$ cat src/rtl/conv1d_1st_data_loader.sv
// conv1d_1st_data_loader
//   Frame sequencer and sole RAM master for the first CONV1D layer.
//   Loads one frame of samples into the 5-tap data RAM, then sweeps the
//   read address 0..Frame_Len-1 so the conv engine gets one window per cycle.
//   Optional macro CONV1D_LOADER_SATURATE_EN: saturate samples to Bit_width
//   instead of truncating them.
module conv1d_1st_data_loader #(
   parameter int Bit_width = 16,
   parameter int RAM_Depth = 512,
   parameter int Frame_Len = 512,
   parameter int IN_WIDTH  = 24
) (
   input  logic                       CLK,
   input  logic                       RST,
   input  logic                       start,
   input  logic                       in_valid,
   input  logic signed [IN_WIDTH-1:0] in_data,
   output logic                       in_ready,
   output logic                       Write_Enable,
   output logic [8:0]                 Write_Width,
   output logic [Bit_width-1:0]       data_in,
   output logic                       Read_Enable,
   output logic [8:0]                 Read_Width,
   input  logic                       hold,
   output logic                       window_valid,
   output logic [8:0]                 window_idx,
   output logic                       frame_done,
   output logic                       busy
);

   // A frame never exceeds the RAM; clamp so an oversized setting cannot wrap.
   localparam int FLEN = (Frame_Len > RAM_Depth) ? RAM_Depth : Frame_Len;
   localparam logic [8:0] LAST = 9'(FLEN - 1);

   typedef enum logic [2:0] {IDLE, LOAD, SETTLE, SWEEP, DRAIN} state_t;

   state_t               state, state_n;
   logic [8:0]           wr_ptr, wr_ptr_n, rd_ptr, rd_ptr_n;
   logic                 we_n, re_n;
   logic [8:0]           ww_n, rw_n;
   logic [Bit_width-1:0] din_n;

`ifdef CONV1D_LOADER_SATURATE_EN
   localparam logic signed [IN_WIDTH-1:0] SAT_MAX =
      {{(IN_WIDTH-Bit_width+1){1'b0}}, {(Bit_width-1){1'b1}}};
   localparam logic signed [IN_WIDTH-1:0] SAT_MIN =
      {{(IN_WIDTH-Bit_width+1){1'b1}}, {(Bit_width-1){1'b0}}};

   function automatic logic [Bit_width-1:0] conv(input logic signed [IN_WIDTH-1:0] d);
      if (d > SAT_MAX)      conv = {1'b0, {(Bit_width-1){1'b1}}};
      else if (d < SAT_MIN) conv = {1'b1, {(Bit_width-1){1'b0}}};
      else                  conv = d[Bit_width-1:0];
   endfunction
`else
   // Plain truncation: the upper sample bits are intentionally dropped.
   logic unused_in_hi;
   assign unused_in_hi = ^in_data[IN_WIDTH-1:Bit_width];

   function automatic logic [Bit_width-1:0] conv(input logic signed [IN_WIDTH-1:0] d);
      conv = d[Bit_width-1:0];
   endfunction
`endif

   // Next-state and next-output logic; strobes default low every cycle.
   always_comb begin
      state_n  = state;
      wr_ptr_n = wr_ptr;
      rd_ptr_n = rd_ptr;
      we_n     = 1'b0;
      ww_n     = Write_Width;
      din_n    = data_in;
      re_n     = 1'b0;
      rw_n     = Read_Width;
      case (state)
         IDLE: begin
            if (start) begin
               state_n  = LOAD;
               wr_ptr_n = '0;
            end
         end
         LOAD: begin
            if (in_valid && in_ready) begin
               we_n     = 1'b1;
               ww_n     = wr_ptr;
               din_n    = conv(in_data);
               wr_ptr_n = wr_ptr + 9'd1;
               if (wr_ptr == LAST) state_n = SETTLE;
            end
         end
         SETTLE: begin
            // Final write commits on this cycle's negedge before any read.
            rd_ptr_n = '0;
            state_n  = SWEEP;
         end
         SWEEP: begin
            if (!hold) begin
               re_n     = 1'b1;
               rw_n     = rd_ptr;
               rd_ptr_n = rd_ptr + 9'd1;
               if (rd_ptr == LAST) state_n = DRAIN;
            end
         end
         DRAIN:   state_n = IDLE;
         default: state_n = IDLE;
      endcase
   end

   // State and pointer registers.
   always_ff @(posedge CLK or posedge RST) begin
      if (RST) begin
         state  <= IDLE;
         wr_ptr <= '0;
         rd_ptr <= '0;
      end else begin
         state  <= state_n;
         wr_ptr <= wr_ptr_n;
         rd_ptr <= rd_ptr_n;
      end
   end

   // Registered outputs; window fields trail the read strobe by one cycle.
   always_ff @(posedge CLK or posedge RST) begin
      if (RST) begin
         in_ready     <= 1'b0;
         busy         <= 1'b0;
         Write_Enable <= 1'b0;
         Write_Width  <= '0;
         data_in      <= '0;
         Read_Enable  <= 1'b0;
         Read_Width   <= '0;
         window_valid <= 1'b0;
         window_idx   <= '0;
         frame_done   <= 1'b0;
      end else begin
         in_ready     <= (state_n == LOAD);
         busy         <= (state_n != IDLE);
         Write_Enable <= we_n;
         Write_Width  <= ww_n;
         data_in      <= din_n;
         Read_Enable  <= re_n;
         Read_Width   <= rw_n;
         window_valid <= Read_Enable;
         window_idx   <= Read_Width;
         frame_done   <= Read_Enable && (Read_Width == LAST);
      end
   end

endmodule

$ cat config.mk
export PLATFORM = sky130hd
export DESIGN_NAME = conv1d_1st_data_loader
export DESIGN_NICKNAME = d
export VERILOG_FILES = /design/src/rtl/conv1d_1st_data_loader.sv
export SDC_FILE = /design/constraint.sdc
export NUM_CORES = 1
export LEC_CHECK = 0
export CORE_MARGIN = 2
export CORE_UTILIZATION = 40
export CTS_CLUSTER_DIAMETER = 60
export DETAILED_ROUTE_END_ITERATION = 8
export GPL_TIMING_DRIVEN = 0
export HOLD_SLACK_MARGIN = 0.02
export PLACE_DENSITY = 0.69
export RECOVER_POWER = 25
export SYNTH_ARGS = -nofsm -noshare
export SYNTH_HDL_FRONTEND = slang
export SYNTH_SLANG_ARGS = --single-unit
$ cat constraint.sdc
create_clock -name CLK -period 5.21 [get_ports CLK]
set_input_delay 0.7815 -clock CLK [delete_from_list [all_inputs] [get_ports CLK]]
set_output_delay 0.7815 -clock CLK [all_outputs]
set_load 0.03 [all_outputs]
== Word-level counts from Yosys, hierarchy flattened ==
Cells that the tools add are included.
Word-level totals
  register bits after elaboration: 70
  word-level logic and storage cells: 51
Cells by class
  add/subtract/negate cells: 2
  eq/ne operators: 10
  mux-type cells: 15
  bitwise operators: 1
  reduce and logical (&&, ||, !) cells: 10
Operators by type and width (count)
  one-hot mux 9 bit (2 select lines): 2
  equality test 9 bit, second input constant: 3
  two-way mux 9 bit: 3
  adder 9 x 1 -> 9 bit, second input constant: 2
  two-way mux 3 bit: 5
  one-hot mux 3 bit (4 select lines): 1
  equality test 3 x 1 -> 1 bit, second input constant: 2
  equality test 3 x 2 -> 1 bit, second input constant: 2
  inequality test 2 bit, second input constant: 3
  AND reduction 2 bit: 3
  two-way mux 1 bit: 4
  nonzero test 2 bit: 2
  zero test 3 bit: 1
  AND reduction 3 bit: 1
  nonzero test 3 bit: 1
  logical AND 1 bit: 2
  NOT 1 bit: 1

== Longest topological paths before layout ==
Gate-level depths: netlist of the first run.
  word-level depth: 5
  depth in mapped cells: 8

== Worst setup path after synthesis of the first run ==
No wires, ideal clock.
  path kind: input to register
  start: input in_valid
  end: register wr_ptr[5]
  library setup time: 77 ps
  arrival time: 1798 ps
  required time: 5133 ps
  path slack: 3335 ps
  stages on the path: 5
  path buffers: 1
  cells stage by stage: nand3_1 > a21o_1 > buf_6 > or4_1 > a21oi_1
On the way
  word-level cells in the longest chain between the ends: 3
Ends and longest elaborated chain
  start, declared: RTL line 16  | input logic in_valid,
  logical AND 1 bit: RTL line 82  | if (in_valid && in_ready) begin
  inequality test 2 bit (no line)
  AND reduction 3 bit (no line)
  end signal, assigned: RTL line 116  | wr_ptr <= wr_ptr_n;
  end, declared: RTL line 38  | logic [8:0] wr_ptr, wr_ptr_n, rd_ptr, rd_ptr_n;
No other way between the ends.
A chain may end at the register's enable or synchronous reset.

==> results of run 1 <==
==> cell usage after synthesis, drive strengths merged (4+ instances only) <==
library cell	instances	area share
buf	5	0.013
nor3	5	0.0091
ha	4	0.018
nor2	15	0.020
mux2	25	0.10
nand3	8	0.014
o21ai	13	0.024
and3	4	0.0091
dfrtp	70	0.63
nand4	4	0.0091
nand2	40	0.054
==> cell families (layout without fill, tap and decap cells) <==
family                     count (synthesis)  count (layout)  share of synthesized area
adders and majority gates                  4               4                    0.01811
AOI/OAI and AO/OA                         29              29                    0.06519
DFF                                       70              70                     0.6338
and+or+nand+nor                           87              87                     0.1471
muxes                                     25              25                     0.1019
xor gates and xnor gates                   4               4                    0.01268
buffers and inverters                     11              95                    0.02127
==> placed cells by master (no fill, tap or decap), drive strengths merged, types with 2 or more instances in the layout <==
| cell | n |
|---|---|
| o31ai | 2 |
| ha | 4 |
| nor2 | 15 |
| inv | 2 |
| a31oi | 3 |
| a22o | 3 |
| and3 | 4 |
| a21oi | 3 |
| dfrtp | 70 |
| buf | 5 |
| clkinvlp | 2 |
| xnor2 | 3 |
| nor3 | 5 |
| or4 | 2 |
| mux2 | 25 |
| clkbuf | 14 |
| o21a | 2 |
| nand3 | 8 |
| clkinv | 2 |
| nand4 | 4 |
| nand2 | 40 |
| o21ai | 13 |
| dlygate4sd3 | 2 |
| nand2b | 3 |
| clkdlybuf4s50 | 67 |
==> stage by stage <==
step                instance area, sq um  setup WS, ns  hold slack, ns  power [W]
global placement                    3555         1.493          0.3898  0.0009077
finish                              3745         2.148          0.4035   0.001317
floorplan                           2764         2.660          0.4683  0.0008019
detailed placement                  3557         2.698          0.3884  0.0009157
CTS                                 3746         2.965          0.4040   0.001336
global route                        3745         1.610          0.4201   0.001388
==> power groups by stage <==
stage	Combinational, W	Clock [W]	Sequential (W)
CTS	0.000261	0.000430	0.000645
finish	0.000256	0.000416	0.000645
detailed placement	0.000261	0	0.000655
floorplan	0.0000842	0	0.000718
global placement	0.000256	0	0.000652
global route	0.000280	0.000453	0.000655
==> layer usage <==
metal,share of wire,track usage
met4,0.024,0.09231
met3,0.046,0.02938
met1,0.47,0.1943
met5,0,0
met2,0.46,0.2297
==> final timing paths <==
check | endpoint
min in group asynchronous | data_in[1]
max in group CLK | in_ready
worst max register to register | data_in[6]
worst max-delay path | Write_Width[7]
worst min register to register | window_valid
worst min-delay path | window_valid
==> flip-flops by register name (all words and copies together), names as in the netlist <==
register	cells
data_in	16
Read_Width	9
Write_Width	9
rd_ptr	9
window_idx	9
wr_ptr	9
state	3
Read_Enable	1
Write_Enable	1
busy	1
frame_done	1
in_ready	1
window_valid	1
==> area by class of cell <==
| type | count | area (sq um) | share of cell area |
|---|---|---|---|
| Buffer | 8 | 47.55 | 0.01270 |
| Clock buffer | 11 | 141.4 | 0.03775 |
| Inverter | 3 | 12.51 | 0.003341 |
| Clock inverter | 4 | 47.55 | 0.01270 |
| Tap cell | 80 | 100.1 | 0.02673 |
| Timing Repair Buffer | 69 | 690.7 | 0.1844 |
| Multi-Input combinational cell | 149 | 953.4 | 0.2546 |
| Sequential cell | 70 | 1752 | 0.4678 |
==> results list, run 1 <==
* Total I/O pin count: 78
- Total of hold buffers inserted after clock tree synthesis: 0
- Antenna violations before repair: 0
- The routed design has 5186 microns of wire.
- Along the worst path, the maximum fanout reaches 70.
- Largest net degree at the start of global routing: 71
- For this run, the top clock speed supported by timing is 326.6 MHz.
- Via count: 1972
- Yosys mapped the design onto 35 distinct sky130hd cell types.
- Yosys warns: 0
- The most used flip-flop cell after synthesis is sky130_fd_sc_hd__dfrtp_1.
- Worst stage delay on the critical path: 1.66 ns
* Final setup fails: 0
* Type of the worst setup path: primary input to asynchronous set/reset pin
- Port buffering added 69 buffers.
- Once detail routing completed, the nets flagged for antenna violations numbered 0.
* CTS buffer count: 9
- Highest ir drop seen on vdd: 219.2 uV
- Before antenna repair, the detailed router went through 4 iterations.
- Including well taps, the total number of placed cells is 379.
- The internal portion of the total power is 0.0009520 W.
- GPL Wtd Cong: 0.8567
- Remaining design rule violation count: 0
* Crit path capture type: asynchronous set/reset pin
- For this run, asynchronously set or reset flops after synthesis account for 1.000.
- In this design, the largest share of critical-path delay is due to buffers and inverters.
* CTS max path bufs: 2
- Number of inserted filler cells in the final layout: 583
- Worst-path clk slew: 0.07 ns
- Result of the run: finished with violations
- Data on the critical path is required at its endpoint by 5.18 ns.
- A synthesized cell averages 12.02 sq um.
- Cell count along the critical path: 2
* Global-route wire length before repair: 8763 microns
- Of the cells placed in the final design, the portion with a size suffix greater than 1 is 0.1369.
- The die covers 7591 sq um.
* Source of the worst register-to-register timing path: state[2]
- Switching component of the power: 0.0003649 W
- Average via count per standard cell: 5.005
- Worst-case reg-to-reg path depth: 6
- Part of the total power dissipated in combinational logic: 0.195
- Hold wc startpoint: Read_Enable
* Pleak: 1.687 nW
- Buffers inserted by post-CTS timing repair: 0
* Power density of the placed cells: 351.7 nW/um^2
- Setup Total Neg Slack: 0 ns
- For this run the aggregate overflow at the end of global routing stands at 0.
- Actual slew at the worst max-slew pin: 2.941 ns
- Wire length per cell: 13.16 microns
- Of the total power, the clock network draws 0.316.
- The via count of the first global-routing pass is 1891.
- The synthesized design contains 0 enable-type register cells.
* Sequential cell area fraction in the yosys report: 0.6338
- Of the total power, the share spent switching nets is 0.2771.
* Post-synthesis cell count: 230
- Worst setup slack for register-to-register paths: 3.19 ns
- Once layout is complete, the cells apart from fillers number 394.
- The clock net in this run drives a total of 70 sinks.
* Hold violation total from the final report: 0
* Clock latency reported for the late side of the worst-skew pair: 0.34 ns
- Core region area: 6756 sq um
- After the last flow step, the layout net total stands at 343.
* Die height: 87.13 microns
* Width of the die: 87.13 microns
- Walking the worst path, the cells encountered are dlygate4sd3_1, clkinvlp_2.
- Origin of the worst setup path: RST
- The count of final max-slew check failures came to 71.
- Final clock skew: 0.01111 ns
* Number of antenna repair diodes: 0
- Cell row count: 30
- Min Clock Period, post-route: 3.062 ns
- Relative to the synthesized area, the layout overhead comes to 35.49%.
- After synthesis the netlist holds a flip-flop and latch count of 70.
- STA classifies the critical path startpoint as a primary input.
- Post-CTS sizing: 0
- Detailed placement ended at an HPWL of 3693 microns.
- The tree is rooted in a sky130_fd_sc_hd__clkbuf_8.
- Clock tree from TritonCTS: yes
- Sequential power share: 0.489
- Clock H-tree levels: 3
- When the netlist entered floorplanning its net count stood at 263.
- Max-cap violations in this run came to 1.
- Initial cell density of the core: 0.4091
* All-Layer GR Usage: 0.1492
- Worst endpoint data arrival time: 3.03 ns
- Of the available clock period, the critical path in the final layout requires 0.5878.
- The checks that failed: capacitance limit, slew limit.
- Counting instances, the worst hold path has a depth of 0.
- After the first detailed-routing iteration, the DRC count stood at 98.
* RSZ-0062 raised after global routing: no
* Worst slew margin: -0.9715
- In this run the worst hold path is classified as flip-flop to flip-flop.
- The slowest stage of the critical path belongs to the cell sky130_fd_sc_hd__clkinvlp_2.
* Total buffers and inverters traversed by the critical path: 2
* Cell Area, Synth: 2764 sq um
- Once layout is complete, the utilization of the core stands at 0.5543.
Note: power is estimated with default switching activity, not from simulation.
==> run 2: changes to the inputs <==
PLACE_DENSITY = 0.71   (was 0.69)
clock period = 2.6 ns   (was 5.21 ns; I/O delays follow)
==> run 2 against run 1 <==
Against the previous run: the run now ends clean; wire length up 1.5%; clock-buffer cell count decreased by 1; power is 100% higher; worst setup slack worse by 1.7 ns; sequential share of layout area about the same; clock power grew 100%; sequential power increased by 100%; combinational power up 100%; die area is the same; critical path type is now flip-flop to flip-flop; largest cell class unchanged; highest routed layer unchanged.
==> results list, run 2 (same netlist as run 1, synthesis figures left out) <==
- Count of input and output buffers: 69
* Average via count per standard cell: 4.992
- Count of nets left with antenna violations after detail routing: 0
* Cell row count: 30
* Total cell area at the placement stage: 3557 sq um
- Fin crit share: 0.8253
- Setup Total Neg Slack: 0 ns
- Highest achievable clock rate: 466.0 MHz
- Clock tree synthesis inserted a total of 9 buffers.
* Worst-path clk slew: 0.08 ns
* Result of the run: finished clean
* Startpoint class of the critical path: flip-flop
- Compared with the post-synthesis result, the final layout area differs by 35.45%.
- Part of the total power dissipated in combinational logic: 0.195
- The path with the worst hold slack has its endpoint at window_valid.
- After detailed routing, the total wire length is 5262 microns.
- Source of the worst register-to-register timing path: state[0]
* Total of hold buffers inserted after clock tree synthesis: 0
- Counting every sink on the clock net gives 70.
* Delay-heaviest family, CP: buffers and inverters
* CP max-delay cell: sky130_fd_sc_hd__mux2_2
- All-Layer GR Usage: 0.1505
* Buffers inserted by post-CTS timing repair: 0
* Data required time of the critical path: 2.83 ns
- The number of antenna violations at the first check in global routing came to 0.
- Post-detailed-placement half-perimeter wirelength: 3604 microns
* Clock tree from TritonCTS: yes
- The via count of the first global-routing pass was 1826.
- Clock root buffer master: sky130_fd_sc_hd__clkbuf_8
- In this run, placement finished with an instance count of 379.
- The number of antenna diodes in the final layout is 0.
* Worst endpoint data arrival time: 2.37 ns
* Power density of the placed cells: 706.2 nW/um^2
- The initial utilization of the core area, before any placement, comes to 0.4091.
- The H-tree was split into 3 levels.
* List of cells traversed by the critical path: clkbuf_1, nand2b_1, nor2_1, nand3_1, inv_2, buf_2, mux2_2
- After global routing the overflow that remains totals 0.
- In this run the worst path has a maximum fanout of 10.
- In this run the most critical hold path is launched from Read_Enable.
- Most used cells in the layout excluding fill and tap cells: 70 x sky130_fd_sc_hd__dfrtp_1, 68 x sky130_fd_sc_hd__clkdlybuf4s50_1, 40 x sky130_fd_sc_hd__nand2_1
- First-pass detailed-route iteration total: 4
* Final setup fails: 0
* Type of the worst setup path: flip-flop to flip-flop
- The clock period could shrink to 2.146 ns.
* Clock power share: 0.317
* Worst slew margin: 0.05934
- Die height: 87.13 microns
- Post-route standard cell area excluding fillers: 3744 sq um
- Clock latency on the worst-skew pair, taken at its later pin, is 0.35 ns.
* Wire length per cell: 13.32 microns
* Total I/O pin count: 78
- The routed layout has 1972 vias.
- Max-cap violations: 0
* Global-route wire length before repair: 8735 microns
- Pleak: 1.695 nW
- Cells on Worst Hold Path: 0
- Post-CTS sizing: 0
- For the final database, setup skew stands at 0.01070 ns.
- Crit path capture type: flip-flop
- For flop-to-flop paths, the worst setup slack is 0.45 ns.
- The design draws 0.002644 W.
- 1st-iter DRT viols: 115
- The count of final hold-check violations was 0.
- The clock passes through at most 2 buffers.
- Kind of path behind the tightest hold check: flip-flop to flip-flop
- Width of the die: 87.13 microns
* Switching component of the power: 0.0007568 W
* Die outline area: 7591 sq um
- Highest ir drop seen on vdd: 286.2 uV
- Sequential power share: 0.488
- Non-filler instance count after layout: 395
- Actual slew at the worst max-slew pin: 1.411 ns
- Register with the most flip-flops: data_in
* Total buffers and inverters traversed by the critical path: 3
- For this run, design rule violations remaining after detail routing come to 0.
- The count of final max-slew check failures was 0.
- Entering global routing, the biggest net connects 71 pins.
* RSZ-0062 raised after global routing: no
* Cell internal pwr: 0.001887 W
* Sw Ratio: 0.2863
- The core region is 6756 sq um.
- GPL Wtd Cong: 0.8301
- The endpoint identified for the worst register-to-register timing path is data_in[5].
- On the worst path, the slowest cell contributes a delay of 0.36 ns.
* Flip-flop count of the largest register, all copies and words added: 16
- The library cell used most frequently in the layout, excluding fill and tap cells, is sky130_fd_sc_hd__dfrtp_1.
- For the worst flop-to-flop path, the logic depth is 7.
- Fraction of layout cells with a size suffix above 1: 0.1365
- Net count reported at finish: 343
[run 2: cell count changes in the layout (fill, tap and decap cells not counted), sizes merged]
cell	before	now
dlygate4sd3	2	1
clkinv	2	5
inv	2	3
buf	5	4
clkdlybuf4s50	67	68
clkinvlp	2	0
[run 2: how the worst max path moves through the flow]
| stage | startpoint | endpoint | slack (ns) | cells after the start |
|---|---|---|---|---|
| 6_report | state[0] | data_in[5] | 0.45 | 7 |
| 5_1_grt | state[0] | data_in[6] | 0.31 | 7 |
| 4_1_cts | state[2] | data_in[5] | 0.54 | 6 |
| 3_5_place_dp | hold | rd_ptr[2] | 0.50 | 7 |
| 3_3_place_gp | RST | data_in[13] | -0.69 | 2 |
| 2_1_floorplan | RST | Read_Enable | 0.44 | 1 |
[run 2: power groups by stage]
| stage | Sequential (W) | Clock (W) | Combinational [W] |
|---|---|---|---|
| after floorplan | 0.00144 | 0 | 0.000169 |
| after global placement | 0.00131 | 0 | 0.000512 |
| after detailed placement | 0.00131 | 0 | 0.000522 |
| after CTS | 0.00129 | 0.000863 | 0.000522 |
| after global routing | 0.00131 | 0.000927 | 0.000561 |
| final | 0.00129 | 0.000837 | 0.000515 |
[run 2: area by class of cell]
type / instances / area [sq um]
Tap cell: 80 / 100.1
Clock inverter: 6 / 62.56
Multi-Input combinational cell: 149 / 953.4
Timing Repair Buffer: 69 / 690.7
Fill cell: 600 / 3013
Inverter: 3 / 11.26
Buffer: 8 / 46.29
Sequential cell: 70 / 1752
Clock buffer: 10 / 127.6
[run 2: per-stage QoR]
stage                 util  hold slack, ns  setup WS (ns)
floorplan                -          0.4621         0.4418
global placement    0.5261          0.3919        -0.6937
detailed placement  0.5265          0.3880         0.4971
CTS                 0.5546          0.4058         0.5421
global route        0.5541          0.4391         0.3093
finish              0.5541          0.4040         0.4543
[run 2: metal layers]
layer | vias to the layer above | share of wire | GRT usage | wire [microns]
met2 | 59 | 0.45 | 0.2276 | 2390
met5 | - | 0 | 0 | 0
met4 | 0 | 0.025 | 0.08392 | 132
met3 | 10 | 0.052 | 0.03602 | 272
met1 | 936 | 0.47 | 0.1996 | 2467
li1 | 967 | - | - | -
==> run 3: changes to the inputs <==
PLACE_DENSITY = 0.69   (was 0.71)
clock period = 2.1 ns   (was 2.6 ns; I/O delays follow)
==> run 3 against run 2 <==
Against the previous run: utilization fell by 0.074 points; critical path depth fell by 2; non-clock buffer count fell by 1; register-to-register slack got worse by 0.25 ns; cell count fell by 0.51%; flip-flop and latch count did not move; maximum frequency rose by 13%; sequential share of layout area rose by 0.063 points; combinational power rose by 23%; first-iteration DRC count fell by 10%; clock skew barely moved; critical path type unchanged; largest cell class unchanged; largest power group unchanged.
==> results list, run 3 (same netlist as run 1, synthesis figures left out) <==
- Result of the run: finished clean
* Count of input and output buffers: 69
* Post-detailed-routing wire length: 5202 microns
- Highest ir drop seen on vdd: 543.8 uV
- The tool flagged a number of max-cap violations equal to 0.
* Buffers inserted by post-CTS timing repair: 0
- Wire length per cell: 13.24 microns
- Final clock skew: 0.01120 ns
- STA puts the critical path data arrival time at 2.11 ns.
- Share of the core filled with cells: 0.5533
- Global-route wire length before repair: 8763 microns
- Post-route standard cell area excluding fillers: 3739 sq um
- Kind of path behind the tightest hold check: flip-flop to flip-flop
* Type of the worst setup path: flip-flop to flip-flop
* Number of antenna repair diodes: 0
- Register with the most flip-flops: data_in
* Antenna violations before repair: 0
- CP Max Fanout: 19
* Die outline area: 7591 sq um
* Clock latency reported for the late side of the worst-skew pair: 0.34 ns
- Total of hold buffers inserted after clock tree synthesis: 0
- Detailed placement finished with a half-perimeter wire length of 3693 microns.
* Cells on Worst Hold Path: 0
- Startpoint class of the critical path: flip-flop
- Hold violation total from the final report: 0
* Fin crit share: 0.9030
* CTS buffer count: 9
- Pleak: 1.687 nW
* Layout area overhead: 35.26%
* Worst slew margin: 0.07591
- The clock passes through at most 2 buffers.
- For this run, design rule violations remaining after detail routing come to 0.
- Data required time of the critical path: 2.32 ns
* Average via count per standard cell: 5.015
- Switching component of the power: 0.0009049 W
- Of the total power, registers draw 0.489.
- For this run, the post-layout net count is 342.
- In the layout the commonest cells are 70 x sky130_fd_sc_hd__dfrtp_1, 68 x sky130_fd_sc_hd__clkdlybuf4s50_1, 40 x sky130_fd_sc_hd__nand2_1.
* Final setup fails: 0
- First-pass detailed-route iteration total: 4
- The routed layout has 1971 vias.
- Clock power share: 0.316
* Count of nets left with antenna violations after detail routing: 0
- Actual slew at the worst max-slew pin: 1.384 ns
- Entering global routing, the biggest net connects 71 pins.
* All-Layer GR Usage: 0.1492
- Highest achievable clock rate: 527.4 MHz
- Global route overflow: 0
- Cell row count: 30
- In this run the horizontal extent of the chip is 87.13 microns.
- Of the total power, the share spent switching nets is 0.2771.
- For this block, the initial DRC count from the detailed router was 103.
- Fraction of layout cells with a size suffix above 1: 0.1342
- Worst-path clk slew: 0.07 ns
- Cell internal pwr: 0.002361 W
- Multi-input gate area: 953.4 sq um
- Counting cells, the worst reg-to-reg path comes to 5.
- Initial cell density of the core: 0.4091
- Leaving out fill and tap cells, the most frequent cell in the layout is sky130_fd_sc_hd__dfrtp_1.
* Part of the total power dissipated in combinational logic: 0.195
- The core region is 6756 sq um.
* Clock H-tree levels: 3
- Across the whole layout, storage elements account for 1752 sq um.
- Routability-driven placement finished with a final weighted congestion of 0.8567.
- After clock tree synthesis, the repair step resized 0 gates.
- The placed instances occupy a cell area of 3557 sq um.
* Power density of the placed cells: 873.5 nW/um^2
- RSZ-0062 raised after global routing: no
- The register with the most flip-flops in the layout has 16 of them.
- The via count of the first global-routing pass is 1891.
- Final hold analysis gives a worst-case slack of 0.4048 ns.
- Number of inserted filler cells in the final layout: 584
- During I/O placement, the number of pins put on the boundary was 78.
- The clock net in this run drives a total of 70 sinks.
- Min Clock Period, post-route: 1.896 ns
- The worst setup path is captured at a flip-flop.
- TritonCTS built the clock tree.
- Clock root buffer master: sky130_fd_sc_hd__clkbuf_8
- Count of final max-slew check failures: 0
- Die height: 87.13 microns
run 3: metrics by stage:
stage                     std cells  setup WS [ns]  total power, W  setup TNS, ns
after floorplan                 230        0.01679        0.001990              0
after global placement          379         -1.150        0.002252         -80.29
after detailed placement        379        0.05445        0.002272              0
after CTS                       394        0.05690        0.003314              0
after global routing            393        0.05708        0.003441              0
final                           393         0.2038        0.003266              0
run 3: critical path, cell delays in order, from the launching register on:
cell and delay [ns]:
sky130_fd_sc_hd__dfrtp_1 0.44, sky130_fd_sc_hd__nand2b_1 0.18, sky130_fd_sc_hd__nor2_1 0.24, sky130_fd_sc_hd__nand3_1 0.18
sky130_fd_sc_hd__inv_2 0.35, sky130_fd_sc_hd__mux2_2 0.38
run 3: power groups by stage:
stage / sequential [W] / clock (W) / combinational, W
4_1_cts: 0.00160 / 0.00107 / 0.000647
3_3_place_gp: 0.00162 / 0 / 0.000634
2_1_floorplan: 0.00178 / 0 / 0.000209
6_report: 0.00160 / 0.00103 / 0.000636
3_5_place_dp: 0.00163 / 0 / 0.000647
5_1_grt: 0.00162 / 0.00112 / 0.000694
run 3: worst paths after layout:
check | startpoint | endpoint | slack (ns)
setup / recovery | state[2] | data_in[14] | 0.20
hold / removal | Read_Enable | window_valid | 0.40
setup reg to reg | state[2] | data_in[14] | 0.20
hold reg to reg | Read_Enable | window_valid | 0.40
max in group asynchronous | RST | Write_Width[7] | 0.42
min in group asynchronous | RST | data_in[1] | 0.84
run 3: layout make-up:
cell class	instances	area share
plain buffers	7	0.01138
flip-flops and latches	70	0.4685
well taps	80	0.02677
multi-input cells	149	0.2550
inverters	3	0.003012
repair buffers	69	0.1847
clock inverters	4	0.01272
clock buffers	11	0.03782
run 3: layer usage:
metal  share of wire  track usage  up-vias
met2            0.46       0.2297       53
met4           0.024      0.09231        0
met3           0.048      0.02938        9
met5               0            0        -
li1                -            -      960
met1            0.47       0.1943      949
